[src/rtl/alarm_sequencer_if.sv]
// Signal bundle between the alarm sequencer and its surroundings: time from the
// timekeeper, front-panel controls, and the alarm outputs.
interface alarm_sequencer_if;
    logic       tick_1hz;
    logic [4:0] hour;
    logic [5:0] min;
    logic [5:0] sec;
    logic       arm;
    logic       set_valid;
    logic [4:0] alarm_hour_in;
    logic [5:0] alarm_min_in;
    logic       dismiss;
    logic       snooze;
    logic [1:0] alarm_state;
    logic       ringing;
    logic       buzzer;
    logic [4:0] alarm_hour;
    logic [5:0] alarm_min;

    modport master (
        output tick_1hz, hour, min, sec, arm, set_valid,
               alarm_hour_in, alarm_min_in, dismiss, snooze,
        input  alarm_state, ringing, buzzer, alarm_hour, alarm_min
    );

    modport slave (
        input  tick_1hz, hour, min, sec, arm, set_valid,
               alarm_hour_in, alarm_min_in, dismiss, snooze,
        output alarm_state, ringing, buzzer, alarm_hour, alarm_min
    );
endinterface

[src/rtl/alarm_sequencer.sv]
// Alarm controller: holds the alarm time, detects the HH:MM:00 edge and sequences
// IDLE/ARMED/RINGING/SNOOZE. Snooze support is compiled in with `define ALARM_SNOOZE_EN.
module alarm_sequencer #(
    parameter int SNOOZE_MIN     = 5,
    parameter int RING_TIMEOUT_S = 60
) (
    input  logic              clk,
    input  logic              rst_n,
    alarm_sequencer_if.slave  bus
);

    typedef enum logic [1:0] {
        IDLE    = 2'b00,
        ARMED   = 2'b01,
        RINGING = 2'b10,
        SNOOZE  = 2'b11
    } state_t;

    if (SNOOZE_MIN < 1 || SNOOZE_MIN > 15) begin : g_bad_snooze_min
        $error("alarm_sequencer: SNOOZE_MIN must be 1..15");
    end
    if (RING_TIMEOUT_S < 2 || RING_TIMEOUT_S > 255) begin : g_bad_ring_timeout
        $error("alarm_sequencer: RING_TIMEOUT_S must be 2..255");
    end

    localparam logic [7:0] RING_LAST = 8'(RING_TIMEOUT_S - 1);

    state_t     state, state_n;
    logic [4:0] alarm_hour;
    logic [5:0] alarm_min;
    logic       match, match_q, trigger, load_ok;
    logic [7:0] ring_cnt, ring_cnt_n;
    logic       phase, phase_n;
    logic       ringing_q, buzzer_q;

`ifdef ALARM_SNOOZE_EN
    localparam logic [9:0] SNZ_LOAD = 10'(SNOOZE_MIN * 60);
    logic [9:0] snz_cnt, snz_cnt_n;
`else
    logic unused_snooze;
    assign unused_snooze = bus.snooze;
`endif

    // Level match lasts the whole second; only its rising edge starts a ring.
    assign match   = (bus.hour == alarm_hour) && (bus.min == alarm_min) && (bus.sec == 6'd0);
    assign trigger = match & ~match_q;
    assign load_ok = bus.set_valid && (bus.alarm_hour_in <= 5'd23) && (bus.alarm_min_in <= 6'd59);

    always_comb begin
        // NOTE: every combinational output gets a default first so no path infers a latch.
        state_n    = state;
        ring_cnt_n = ring_cnt;
        phase_n    = phase;
`ifdef ALARM_SNOOZE_EN
        snz_cnt_n  = snz_cnt;
`endif
        if (!bus.arm) begin
            state_n = IDLE;
        end else if (bus.set_valid || bus.dismiss) begin
            state_n = ARMED;
`ifdef ALARM_SNOOZE_EN
        end else if (bus.snooze && state == RINGING) begin
            state_n   = SNOOZE;
            snz_cnt_n = SNZ_LOAD;
`endif
        end else begin
            case (state)
                IDLE: state_n = ARMED;
                ARMED: begin
                    if (trigger) begin
                        state_n    = RINGING;
                        ring_cnt_n = 8'd0;
                        phase_n    = 1'b1;
                    end
                end
                RINGING: begin
                    if (bus.tick_1hz) begin
                        ring_cnt_n = ring_cnt + 8'd1;
                        phase_n    = ~phase;
                        if (ring_cnt == RING_LAST) state_n = ARMED;
                    end
                end
                SNOOZE: begin
`ifdef ALARM_SNOOZE_EN
                    if (bus.tick_1hz) begin
                        snz_cnt_n = snz_cnt - 10'd1;
                        if (snz_cnt == 10'd1) begin
                            state_n    = RINGING;
                            ring_cnt_n = 8'd0;
                            phase_n    = 1'b1;
                        end
                    end
`else
                    state_n = ARMED;
`endif
                end
            endcase
        end
    end

    // NOTE: sequential state uses non-blocking assignments so all registers update together.
    always_ff @(posedge clk or negedge rst_n) begin
        if (!rst_n) begin
            state      <= IDLE;
            alarm_hour <= 5'd0;
            alarm_min  <= 6'd0;
            match_q    <= 1'b0;
            ring_cnt   <= 8'd0;
            phase      <= 1'b0;
            ringing_q  <= 1'b0;
            buzzer_q   <= 1'b0;
`ifdef ALARM_SNOOZE_EN
            snz_cnt    <= 10'd0;
`endif
        end else begin
            state     <= state_n;
            match_q   <= match;
            ring_cnt  <= ring_cnt_n;
            phase     <= phase_n;
            ringing_q <= (state_n == RINGING);
            buzzer_q  <= (state_n == RINGING) && phase_n;
`ifdef ALARM_SNOOZE_EN
            snz_cnt   <= snz_cnt_n;
`endif
            if (load_ok) begin
                alarm_hour <= bus.alarm_hour_in;
                alarm_min  <= bus.alarm_min_in;
            end
        end
    end

    assign bus.alarm_state = state;
    assign bus.ringing     = ringing_q;
    assign bus.buzzer      = buzzer_q;
    assign bus.alarm_hour  = alarm_hour;
    assign bus.alarm_min   = alarm_min;

endmodule

[src/flat_wrapper.sv]
// flat-port wrapper written by rule: the top's interface ports become plain ports
module alarm_sequencer_flat 
#(
    parameter int SNOOZE_MIN     = 5,
    parameter int RING_TIMEOUT_S = 60
)
  (clk, rst_n, bus_tick_1hz, bus_hour, bus_min, bus_sec, bus_arm, bus_set_valid, bus_alarm_hour_in, bus_alarm_min_in, bus_dismiss, bus_snooze, bus_alarm_state, bus_ringing, bus_buzzer, bus_alarm_hour, bus_alarm_min);
  alarm_sequencer_if bus_i ();
  input  logic clk;
  input  logic rst_n;
  input wire logic [$bits(bus_i.tick_1hz)-1:0] bus_tick_1hz;
  input wire logic [$bits(bus_i.hour)-1:0] bus_hour;
  input wire logic [$bits(bus_i.min)-1:0] bus_min;
  input wire logic [$bits(bus_i.sec)-1:0] bus_sec;
  input wire logic [$bits(bus_i.arm)-1:0] bus_arm;
  input wire logic [$bits(bus_i.set_valid)-1:0] bus_set_valid;
  input wire logic [$bits(bus_i.alarm_hour_in)-1:0] bus_alarm_hour_in;
  input wire logic [$bits(bus_i.alarm_min_in)-1:0] bus_alarm_min_in;
  input wire logic [$bits(bus_i.dismiss)-1:0] bus_dismiss;
  input wire logic [$bits(bus_i.snooze)-1:0] bus_snooze;
  output wire logic [$bits(bus_i.alarm_state)-1:0] bus_alarm_state;
  output wire logic [$bits(bus_i.ringing)-1:0] bus_ringing;
  output wire logic [$bits(bus_i.buzzer)-1:0] bus_buzzer;
  output wire logic [$bits(bus_i.alarm_hour)-1:0] bus_alarm_hour;
  output wire logic [$bits(bus_i.alarm_min)-1:0] bus_alarm_min;
  assign bus_i.tick_1hz = bus_tick_1hz;
  assign bus_i.hour = bus_hour;
  assign bus_i.min = bus_min;
  assign bus_i.sec = bus_sec;
  assign bus_i.arm = bus_arm;
  assign bus_i.set_valid = bus_set_valid;
  assign bus_i.alarm_hour_in = bus_alarm_hour_in;
  assign bus_i.alarm_min_in = bus_alarm_min_in;
  assign bus_i.dismiss = bus_dismiss;
  assign bus_i.snooze = bus_snooze;
  assign bus_alarm_state = bus_i.alarm_state;
  assign bus_ringing = bus_i.ringing;
  assign bus_buzzer = bus_i.buzzer;
  assign bus_alarm_hour = bus_i.alarm_hour;
  assign bus_alarm_min = bus_i.alarm_min;
  alarm_sequencer #(.SNOOZE_MIN(SNOOZE_MIN), .RING_TIMEOUT_S(RING_TIMEOUT_S)) u_core (.clk(clk), .rst_n(rst_n), .bus(bus_i));
endmodule
[config.mk]
export PLATFORM = sky130hd
export DESIGN_NAME = alarm_sequencer_flat
export DESIGN_NICKNAME = d
export VERILOG_FILES = /design/src/rtl/alarm_sequencer_if.sv /design/src/rtl/alarm_sequencer.sv /design/src/flat_wrapper.sv
export SDC_FILE = /design/constraint.sdc
export NUM_CORES = 1
export LEC_CHECK = 0
export ABC_AREA = 1
export CAP_MARGIN = 10
export CORE_UTILIZATION = 25
export CTS_CLUSTER_SIZE = 10
export DETAILED_ROUTE_END_ITERATION = 10
export PLACE_DENSITY = 0.52
export SYNTH_ARGS = -nofsm -noshare
export SYNTH_HDL_FRONTEND = slang
export SYNTH_SLANG_ARGS = --single-unit
[constraint.sdc]
create_clock -name clk -period 2.11 [get_ports clk]
set_input_delay 0.3165 -clock clk [delete_from_list [all_inputs] [get_ports clk]]
set_output_delay 0.3165 -clock clk [all_outputs]
set_load 0.02 [all_outputs]
==> impl_metrics.ini, run 1 <==
[sta]
setup_viol_count_final = 0
worst_slack_on_hold_paths_ns = 0.4115
timing.final.max_slew_violations = 0
min_period_ns = 1.744
rsz0062_at_grt = no
min_period_over_period = 0.8267
maxSlewHeadroom = 0.7784
achievable_frequency_ghz = 0.5733
timing.setup.tns_ns = 0
timing_worst_slew_pin_value_ns = 0.3323
finalHoldViolCount = 0
fin_worst_skew_ns = 0.002822

[grt]
grt_pass1_vias = 1344
grt_overflow = 0
grt_usage = 0.1225
global_route.peak_usage_layer = met2
grt_util_met2 = 0.1846
grt_util_met3 = 0.02857
grt_pass1_wl_um = 6092
gr-usage-met1 = 0.1674
number_of_antenna_violations_at_the_first_check_in_global_routing = 0
largest_net_degree_at_the_start_of_global_routing = 26

[job]
timing.max_cap.violations = 0

[logic_synthesis]
flop_and_latch_count_out_of_synthesis = 25
ys.warnings.count = 0
yosysUniqueCellTypes = 26
ys_top_cells_by_area = sky130_fd_sc_hd__dfrtp_1 (42%), sky130_fd_sc_hd__nand2_1 (16%), sky130_fd_sc_hd__inv_1 (8.5%), sky130_fd_sc_hd__nor2_1 (8.0%), sky130_fd_sc_hd__a21oi_1 (4.0%)
post-synth-top-area-cell = sky130_fd_sc_hd__dfrtp_1
post_synth_instance_area_um2 = 1503
post_synth.cell_area_avg_um2 = 7.055
synthesis.nets = 252
synth_top_cell_area_share = 0.4163
cell_count_after_synthesis = 213
synth_sequential_area_ratio = 0.4163

[finish]
antenna-diode-count = 0
most_frequent_standard_cell_in_the_layout_excluding_fill_and_tap_cells = sky130_fd_sc_hd__nand2_1
layout.filler_cells = 603
layout.nets = 307
flow.area_growth_from_synthesis_pct = 41.97
post_layout_nonfiller_instances = 339
layout.cells.most_common_list = sky130_fd_sc_hd__nand2_1 (65), sky130_fd_sc_hd__clkdlybuf4s50_1 (48), sky130_fd_sc_hd__inv_1 (34), sky130_fd_sc_hd__nor2_1 (32), sky130_fd_sc_hd__dfrtp_1 (25)
final_core_util = 0.3781
post_route_cells_drive_above_1_share = 0.08240

[route]
drc = 0
drt-wirelength-per-cell_um = 10.27
drt-vias-per-instance = 4.115
drt_wl_total_um = 3481
drt_first_pass_iters = 4
drtAntennaViolNets = 0
via_count = 1395
dr.first_iter.drc_count = 69

[floorplanning]
design.die.area_um2 = 6325
die_width_um = 79.53
floorplan.rows = 27
initial_utilization = 0.2664
io_pins = 50
fp.dieH_um = 79.53
floorplan.core_area_um2 = 5642

[clocking]
insertion_delay_ns = 0.27
cts.path.max_buffers = 2
post-cts-setup-buffer-count = 0
cts_tree = yes
postCtsHoldBufs = 0
cts_inserted_buffers = 3
clk_pin_slew_worst_paths_ns = 0.09
cts_sinks = 25
postCtsResizedCells = 0
cts_root_buf = sky130_fd_sc_hd__clkbuf_8
cts-htree-levels = 1

[worst_hold_path]
worstHoldPathType = input pin to asynchronous set/reset pin

[run_status]
status = finished, final reports clean

[placed_design]
dpl_hpwl_um = 2748
place_congestion = 0.8102
io_buffer_count = 48
place_inst = 335

[setup_path]
crit-reg2reg-launch = u_core.bus.alarm_state[0]
worstPathMaxFanout = 10
worstSetupStartpointType = flop
worst_setup_path_endpoint = u_core.ring_cnt[7]
rrSetupSlack_ns = 0.37
worst_path_max_delay_cell = sky130_fd_sc_hd__dfrtp_1
timing.critical_path.slowest_cell_delay_ns = 0.44
rr_endpoint = u_core.ring_cnt[7]
path_class = flop to flop
reg2reg_depth = 9
crit_chain = inv_1, ha_1, inv_2, nor2_1, nor3_2, nand2_4, inv_6, nand2_1, o21ai_1
setup.worst_path.start = u_core.bus.alarm_state[0]
req_time_crit_path_ns = 2.31
worstSetupEndpointType = flop
arr_time_crit_path_ns = 1.94

[power]
power_leakage_nw = 1.057
vdd.ir_drop.worst_uv = 225.3
areal_power_density_over_the_cells_nw_per_um2 = 575.8
-- state kept, by name, indices dropped and copies added, names as in the netlist --
register	cells
u_core.bus.buzzer	1
u_core.bus.ringing	1
u_core.bus.alarm_hour	5
u_core.match_q	1
u_core.ring_cnt	8
u_core.phase	1
u_core.bus.alarm_min	6
u_core.bus.alarm_state	2
-- how the worst min path moves through the flow --
stage,end,start,cells past startpoint
after global placement,u_core.ring_cnt[1],u_core.ring_cnt[1],2
after detailed placement,u_core.ring_cnt[1],u_core.ring_cnt[1],2
final,u_core.ring_cnt[7],rst_n,2
after global routing,u_core.bus.alarm_state[0],rst_n,2
after floorplan,u_core.bus.alarm_hour[0],rst_n,0
after CTS,u_core.ring_cnt[7],rst_n,2
-- cells by family after synthesis --
logic type | share of synthesized area
buffers and inverters | 0.1008
and+or+nand+nor | 0.3339
AOI/OAI and AO/OA | 0.07160
DFF | 0.4163
muxes | 0.01499
adders and majority gates | 0.03331
xor gates and xnor gates | 0.02914
-- per-stage QoR --
stage / power (mW) / cell area, µm² / setup slack [ns]
after detailed placement: 0.9580 / 2088 / 0.1945
final: 1.228 / 2133 / 0.3656
after floorplan: 0.7791 / 1503 / 0.4859
after global placement: 0.9562 / 2088 / 0.2157
after global routing: 1.323 / 2133 / 0.1466
after CTS: 1.256 / 2133 / 0.3612
-- layout make-up --
cell class / count / area [µm²] / share of cell area
Inverter: 37 / 143.9 / 0.06745
Timing Repair Buffer: 51 / 503.0 / 0.2358
Tap cell: 72 / 90.09 / 0.04223
Sequential cell: 25 / 625.6 / 0.2933
Clock buffer: 4 / 45.04 / 0.02111
Multi-Input combinational cell: 150 / 725.7 / 0.3402
-- report_power, final --
group | switching (mW) | internal, mW
logic | 0.178 | 0.183
registers | 0.0462 | 0.535
clock network | 0.151 | 0.135
total | 0.375 | 0.853
-- critical path: cells and delay by family (launching register included) --
family                     cells  cell delay [ns]
and+or+nand+nor                4             0.52
adders and majority gates      1             0.28
DFF                            1             0.44
AOI/OAI and AO/OA              1             0.07
buffers and inverters          3             0.36
-- synth_stat cells --
master                      n
sky130_fd_sc_hd__a21oi_1   12
sky130_fd_sc_hd__buf_4      1
sky130_fd_sc_hd__dfrtp_1   25
sky130_fd_sc_hd__ha_1       4
sky130_fd_sc_hd__inv_1     34
sky130_fd_sc_hd__inv_2      2
sky130_fd_sc_hd__inv_6      1
sky130_fd_sc_hd__mux2_2     2
sky130_fd_sc_hd__nand2_1   65
sky130_fd_sc_hd__nand2_2    1
sky130_fd_sc_hd__nand2_4    1
sky130_fd_sc_hd__nand3_1    4
sky130_fd_sc_hd__nand3_2    1
sky130_fd_sc_hd__nand4_1    2
sky130_fd_sc_hd__nor2_1    32
sky130_fd_sc_hd__nor2_2     5
sky130_fd_sc_hd__nor3_1     2
sky130_fd_sc_hd__nor3_2     1
sky130_fd_sc_hd__nor3b_1    1
sky130_fd_sc_hd__nor4_1     1
sky130_fd_sc_hd__o21ai_0    3
sky130_fd_sc_hd__o21ai_1    5
sky130_fd_sc_hd__o21bai_1   1
sky130_fd_sc_hd__or2_2      2
sky130_fd_sc_hd__xnor2_1    1
sky130_fd_sc_hd__xor2_1     4
-- routing by layer --
| metal | share of wire | vias up | wire length [µm] |
|---|---|---|---|
| li1 | - | 755 | - |
| met1 | 0.50 | 603 | 1746 |
| met2 | 0.43 | 30 | 1514 |
| met3 | 0.045 | 7 | 157 |
| met4 | 0.018 | 0 | 63 |
| met5 | 0 | - | 0 |
No activity file was read; power rests on OpenSTA's default activity.
==> inputs of run 2 (changes only) <==
--- a/config.mk
+++ b/config.mk
@@ -10,7 +10,7 @@
 export CORE_UTILIZATION = 25
 export CTS_CLUSTER_SIZE = 10
 export DETAILED_ROUTE_END_ITERATION = 10
-export PLACE_DENSITY = 0.52
+export PLACE_DENSITY = 0.54
 export SYNTH_ARGS = -nofsm -noshare
 export SYNTH_HDL_FRONTEND = slang
 export SYNTH_SLANG_ARGS = --single-unit
==> constraint.sdc (replaced) <==
create_clock -name clk -period 1.55 [get_ports clk]
set_input_delay 0.2325 -clock clk [delete_from_list [all_inputs] [get_ports clk]]
set_output_delay 0.2325 -clock clk [all_outputs]
set_load 0.02 [all_outputs]
==> run 2 against run 1 <==
  * Flip-flop and latch count unchanged
  * Final area up 9.6%
  * First-iteration DRC count decreased by 22%
  * Sequential power grew 35%
  * Via count grew 4.2%
  * Final cell count rose by 5.0%
  * Worst hold slack worse by 0.093 ns
  * Sequential share of layout area fell by 2.5 points
  * Register-to-register slack lost 0.34 ns
  * Wire length up 6.3%
  * Setup slack got worse by 0.35 ns
  * Critical endpoint is now u_core.ring_cnt[2]
==> impl_metrics.ini, run 2 (synthesis results as in run 1) <==
[job]
timing.max_cap.violations = 0

[setup_path]
reg2reg_depth = 8
cp_common_cell = sky130_fd_sc_hd__nand2_1
crit_cells = 13
arr_time_crit_path_ns = 1.74
cpLargestDelayFamily = simple AND/OR/NAND/NOR gates
worstSetupStartpointType = input pin
worstPathMaxFanout = 7
path_class = input pin to flop
timing.critical_path.slowest_cell_delay_ns = 0.48
worstSetupEndpointType = flop
req_time_crit_path_ns = 1.75
worst_path_max_delay_cell = sky130_fd_sc_hd__clkdlybuf4s50_1
crit_chain = clkdlybuf4s50_1, inv_1, nand2_1, nand2_1, nor2_1, nand2_1, nor2_2, nand3_2, nand2_2, nand2_8, inv_8, nand2_2, o21ai_1
cp_num_buf_inv = 3

[floorplanning]
design.die.area_um2 = 6325
io_pins = 50
fp.dieH_um = 79.53
die_width_um = 79.53
floorplan.core_area_um2 = 5642
floorplan.rows = 27
initial_utilization = 0.2664

[finish]
top_register_by_number_of_flip_flops = u_core.ring_cnt
antenna-diode-count = 0
flow.area_growth_from_synthesis_pct = 55.62
layout.nets = 324
finalInstanceArea_um2 = 2338
layout.cells.most_common_list = sky130_fd_sc_hd__nand2_1 (59), sky130_fd_sc_hd__clkdlybuf4s50_1 (38), sky130_fd_sc_hd__inv_1 (34), sky130_fd_sc_hd__nor2_1 (31), sky130_fd_sc_hd__dfrtp_1 (24)
most_frequent_standard_cell_in_the_layout_excluding_fill_and_tap_cells = sky130_fd_sc_hd__nand2_1
post_route_cells_drive_above_1_share = 0.1761
largestRegisters = u_core.ring_cnt: 8 flops, u_core.bus.alarm_min: 6 flops, u_core.bus.alarm_hour: 5 flops
largest_register_ff_count = 8

[sta]
min_period_over_period = 0.9914
maxSlewHeadroom = 0.7573
setup_viol_count_final = 0
timing.final.max_slew_violations = 0
timing_worst_slew_pin_value_ns = 0.3632
min_period_ns = 1.537
timing.setup.tns_ns = 0
rsz0062_at_grt = yes
achievable_frequency_ghz = 0.6507
worst_slack_on_hold_paths_ns = 0.3187
finalHoldViolCount = 0
fin_worst_skew_ns = 0.008635

[clocking]
cts_inserted_buffers = 3
cts_tree = yes
clk_pin_slew_worst_paths_ns = 0.09
cts.path.max_buffers = 2
insertion_delay_ns = 0.28
cts_sinks = 25
cts_root_buf = sky130_fd_sc_hd__clkbuf_8
cts-htree-levels = 1

[route]
via_count = 1453
drt_first_pass_iters = 4
drc = 0
drt-wirelength-per-cell_um = 10.40
drtAntennaViolNets = 0
dr.first_iter.drc_count = 54
drt_wl_total_um = 3701
drt-vias-per-instance = 4.081

[grt]
grt_pass1_vias = 1366
largest_net_degree_at_the_start_of_global_routing = 26
grt_usage = 0.1199
grt_pass1_wl_um = 5913
grt_overflow = 0
number_of_antenna_violations_at_the_first_check_in_global_routing = 0

[placed_design]
placed_cell_area_um2 = 2195
dpl_hpwl_um = 2883
place_congestion = 0.7872
io_buffer_count = 48

[power]
areal_power_density_over_the_cells_nw_per_um2 = 741.5
vdd.ir_drop.worst_uv = 351.0
power_leakage_nw = 1.237

[worst_hold_path]
worstHoldPathType = input pin to asynchronous set/reset pin

[run_status]
status = finished, final reports clean
## run 2: changes by cell type in the layout (fill, tap and decap cells not counted), moves of 2 or more
cell | before | now
sky130_fd_sc_hd__buf_4 | 3 | 19
sky130_fd_sc_hd__o21ai_1 | 5 | 3
sky130_fd_sc_hd__o21ai_2 | 0 | 2
sky130_fd_sc_hd__clkdlybuf4s50_1 | 48 | 38
sky130_fd_sc_hd__dlymetal6s2s_1 | 0 | 9
sky130_fd_sc_hd__nand2_2 | 1 | 6
sky130_fd_sc_hd__nand2_1 | 65 | 59
## run 2: layout make-up
class,count,area [µm²]
flip-flops and latches,25,626.9
repair inverters,1,8.758
inverters,37,146.4
multi-input cells,150,775.7
clock inverters,1,5.005
clock buffers,3,41.29
fillers,589,3303
well taps,72,90.09
repair buffers,67,644.4
## run 2: path summary, 6_finish.rpt
check / to / start / slack, ns
min in group clk: u_core.match_q / bus_hour[2] / 0.38
setup / recovery: u_core.ring_cnt[2] / bus_hour[4] / 0.01
hold reg to reg: u_core.ring_cnt[1] / u_core.ring_cnt[1] / 0.55
setup reg to reg: u_core.ring_cnt[6] / u_core.bus.alarm_min[4] / 0.03
max in group asynchronous: u_core.bus.alarm_state[0] / rst_n / 0.96
hold / removal: u_core.ring_cnt[5] / rst_n / 0.32
## run 2: per-stage QoR
stage                       util  std cells  total power, mW  worst slack (ns)
after floorplan                -        213            1.061          0.005556
after global placement    0.3890        349            1.335           -0.2271
after detailed placement  0.3890        349            1.338           -0.2721
after CTS                 0.3970        353            1.752          0.006413
after global routing      0.4145        356            1.859           -0.1568
final                     0.4145        356            1.734           0.01330
## run 2: power breakdown
part | switching, mW | internal [mW] | total, mW
combinational | 0.267 | 0.281 | 0.548
clock | 0.218 | 0.180 | 0.398
sequential | 0.0590 | 0.728 | 0.787
total | 0.544 | 1.19 | 1.73
## run 2: timing repair
item	4_1_cts	5_1_grt
pin swaps	0	11
hold buffers	0	0
setup endpoints to repair	1	18
hold endpoints to repair	0	0
cloned	0	1
resized for setup	1	25
setup buffers	0	2
## run 2: routing by layer
metal,routed length (µm),track usage
met1,1774,0.1523
met4,27,0.04364
met3,96,0.01829
met2,1801,0.2034
met5,0,0
## run 2: worst reg2reg max path: cells and delay by family, from the launching register on
family / cells / cell delay [ns]
AO/OA/AOI/OAI: 1 / 0.06
buffers and inverters: 1 / 0.14
flip-flops: 1 / 0.41
AND/OR/NAND/NOR: 6 / 0.79
==> inputs of run 3 (changes only) <==
--- a/config.mk
+++ b/config.mk
@@ -11,6 +11,8 @@
 export CTS_CLUSTER_SIZE = 10
 export DETAILED_ROUTE_END_ITERATION = 10
 export PLACE_DENSITY = 0.54
+export SETUP_SLACK_MARGIN = 0.2
+export SKIP_LAST_GASP = 1
 export SYNTH_ARGS = -nofsm -noshare
 export SYNTH_HDL_FRONTEND = slang
 export SYNTH_SLANG_ARGS = --single-unit
==> run 3 against run 2 <==
  * Via count increased by 3.6%
  * Count of clock-buffer cells in the layout is 1 higher
  * Final cell count rose by 1.1%
  * Clock skew fell by 0.0024 ns
  * Non-clock buffer count is 4 higher
  * Maximum frequency rose by 0.51%
  * Final area increased by 1.0%
  * Total power decreased by 0.27%
  * Clock power decreased by 2%
  * First-iteration DRC count decreased by 9.3%
  * Sequential share of layout area about the same
  * Critical path type is now flop to flop
  * Critical endpoint is now u_core.ring_cnt[0]
  * Largest cell class unchanged
  * Highest routed layer unchanged
==> impl_metrics.ini, run 3 (synthesis results as in run 1) <==
[sta]
timing_worst_slew_pin_value_ns = 0.3324
timing.setup.tns_ns = 0
rsz0062_at_grt = yes
worst_case_setup_margin_in_the_final_layout_ns = 0.02113
fin_worst_skew_ns = 0.006265
min_period_ns = 1.529
maxSlewHeadroom = 0.7784
finalHoldViolCount = 0
min_period_over_period = 0.9864
setup_viol_count_final = 0
worst_slack_on_hold_paths_ns = 0.2647
timing.final.max_slew_violations = 0
achievable_frequency_ghz = 0.6541

[grt]
grt_usage = 0.1344
grt_pass1_wl_um = 6630
grt_overflow = 0
number_of_antenna_violations_at_the_first_check_in_global_routing = 0
grt_pass1_vias = 1469
largest_net_degree_at_the_start_of_global_routing = 26

[finish]
top_register_by_number_of_flip_flops = u_core.ring_cnt
final_core_util = 0.4187
post_layout_nonfiller_instances = 360
layout.nets = 328
post_route_cells_drive_above_1_share = 0.2535
largestRegisters = u_core.ring_cnt: 8 flops, u_core.bus.alarm_min: 6 flops, u_core.bus.alarm_hour: 5 flops
finalInstanceArea_um2 = 2362
layout.cells.most_common_list = sky130_fd_sc_hd__nand2_1 (57), sky130_fd_sc_hd__nor2_1 (30), sky130_fd_sc_hd__inv_1 (28), sky130_fd_sc_hd__clkdlybuf4s50_1 (24), sky130_fd_sc_hd__buf_4 (22)
multiInputGateArea_um2 = 807.0
most_frequent_standard_cell_in_the_layout_excluding_fill_and_tap_cells = sky130_fd_sc_hd__nand2_1
layout.filler_cells = 597
largest_register_ff_count = 8
antenna-diode-count = 0
final-seq-area_um2 = 633.1
flow.area_growth_from_synthesis_pct = 57.20

[floorplanning]
fp.dieH_um = 79.53
die_width_um = 79.53
floorplan.core_area_um2 = 5642
floorplan.rows = 27
io_pins = 50
initial_utilization = 0.2664
design.die.area_um2 = 6325

[setup_path]
cpLargestDelayFamily = simple AND/OR/NAND/NOR gates
path_class = flop to flop
worstPathMaxFanout = 7
timing.critical_path.slowest_cell_delay_ns = 0.39
worstSetupStartpointType = flop
cp_num_buf_inv = 2
arr_time_crit_path_ns = 1.74
worstSetupEndpointType = flop
crit_chain = inv_2, nand2_2, o21ai_2, nor2_1, nand2_1, nor2_2, nand3_2, nand2_2, nand2_4, inv_6, nor2_2, nor2_2
cp_common_cell = sky130_fd_sc_hd__nor2_2
req_time_crit_path_ns = 1.76
reg2reg_depth = 12
crit_cells = 12
worst_path_max_delay_cell = sky130_fd_sc_hd__dfrtp_1

[power]
p_sw_frac = 0.3141
pwr-share-comb = 0.316
vdd.ir_drop.worst_uv = 408.5
post-layout-total-power_mw = 1.729
power.internal_mw = 1.186
power_leakage_nw = 1.218
net-switching-power_uw = 543.1
clkPwrFrac = 0.226
areal_power_density_over_the_cells_nw_per_um2 = 732.0
p_seq_frac = 0.458

[placed_design]
place_inst = 346
dpl_worst_slack_ns = -0.2607
io_buffer_count = 48
placed_cell_area_um2 = 2198
place_congestion = 0.7699
dpl_hpwl_um = 2803

[route]
drt-vias-per-instance = 4.183
drt_first_pass_iters = 4
via_count = 1506
drc = 0
dr.first_iter.drc_count = 49
drt-wirelength-per-cell_um = 10.24
drt_wl_total_um = 3685
drtAntennaViolNets = 0

[clocking]
postCtsHoldBufs = 0
insertion_delay_ns = 0.27
clk_pin_slew_worst_paths_ns = 0.09
cts-htree-levels = 1
cts_root_buf = sky130_fd_sc_hd__clkbuf_8
cts.path.max_buffers = 2
cts_tree = yes
cts_sinks = 25
cts_inserted_buffers = 3

[job]
timing.max_cap.violations = 0

[run_status]
status = finished, final reports clean

[worst_hold_path]
worstHoldPathType = input pin to flop
worstHoldPathCells = 3
[run 3: cell types whose count changed in the layout (fill, tap and decap cells not counted), moves of 3 or more]
cell                              change
sky130_fd_sc_hd__dlygate4sd2_1       +20
sky130_fd_sc_hd__clkdlybuf4s50_1     -14
sky130_fd_sc_hd__dlymetal6s2s_1       -7
sky130_fd_sc_hd__inv_1                -6
sky130_fd_sc_hd__inv_2                +6
sky130_fd_sc_hd__dfrtp_1              -5
sky130_fd_sc_hd__dfrtp_2              +5
sky130_fd_sc_hd__buf_4                +3
sky130_fd_sc_hd__ha_1                 -3
sky130_fd_sc_hd__nand2_2              +3
[run 3: repair_timing]
action | 4_1_cts | 5_1_grt
gates resized for setup | 29 | 25
pin swaps | 8 | 12
buffers inserted | 6 | 3
setup endpoints to repair | 31 | 22
cloned | 1 | 0
endpoints found under the hold margin | 0 | 0
[run 3: final timing paths]
| kind | from | end | slack [ns] |
|---|---|---|---|
| worst max-delay path | u_core.bus.alarm_min[2] | u_core.ring_cnt[0] | 0.02 |
| min in group asynchronous | rst_n | u_core.bus.alarm_min[3] | 0.32 |
| worst min register to register | u_core.bus.alarm_hour[0] | u_core.bus.alarm_hour[0] | 0.56 |
| max in group asynchronous | rst_n | u_core.bus.alarm_hour[1] | 0.95 |
| worst min-delay path | bus_alarm_min_in[2] | u_core.bus.alarm_min[2] | 0.26 |
| worst max register to register | u_core.bus.alarm_min[2] | u_core.ring_cnt[0] | 0.02 |
[run 3: power groups by stage]
stage | Clock [mW] | Combinational, mW | Sequential, mW
2_1_floorplan | 0 | 0.219 | 0.849
3_3_place_gp | 0 | 0.534 | 0.801
3_5_place_dp | 0 | 0.537 | 0.803
4_1_cts | 0.408 | 0.524 | 0.790
5_1_grt | 0.437 | 0.614 | 0.806
6_report | 0.391 | 0.547 | 0.791
[run 3: layout make-up]
type / count / area share
sequential: 25 / 0.2680
timing repair inverter: 1 / 0.002648
tap: 72 / 0.03814
timing repair buffer: 71 / 0.2696
multi-input combinational: 150 / 0.3416
inverter: 37 / 0.06091
clock buffer: 4 / 0.01907
[run 3: per-layer routing]
metal,global-route usage,share of wire
met1,0.1746,0.48
met2,0.2205,0.48
met3,0.03086,0.030
met4,0.03818,0.014
met5,0,0
[run 3: worst min-delay path, delay by kind of cell]
kind / cells / cell delay, ns
AOI/OAI and AO/OA: 1 / 0.10
buffers and inverters: 1 / 0.11
and+or+nand+nor: 1 / 0.06
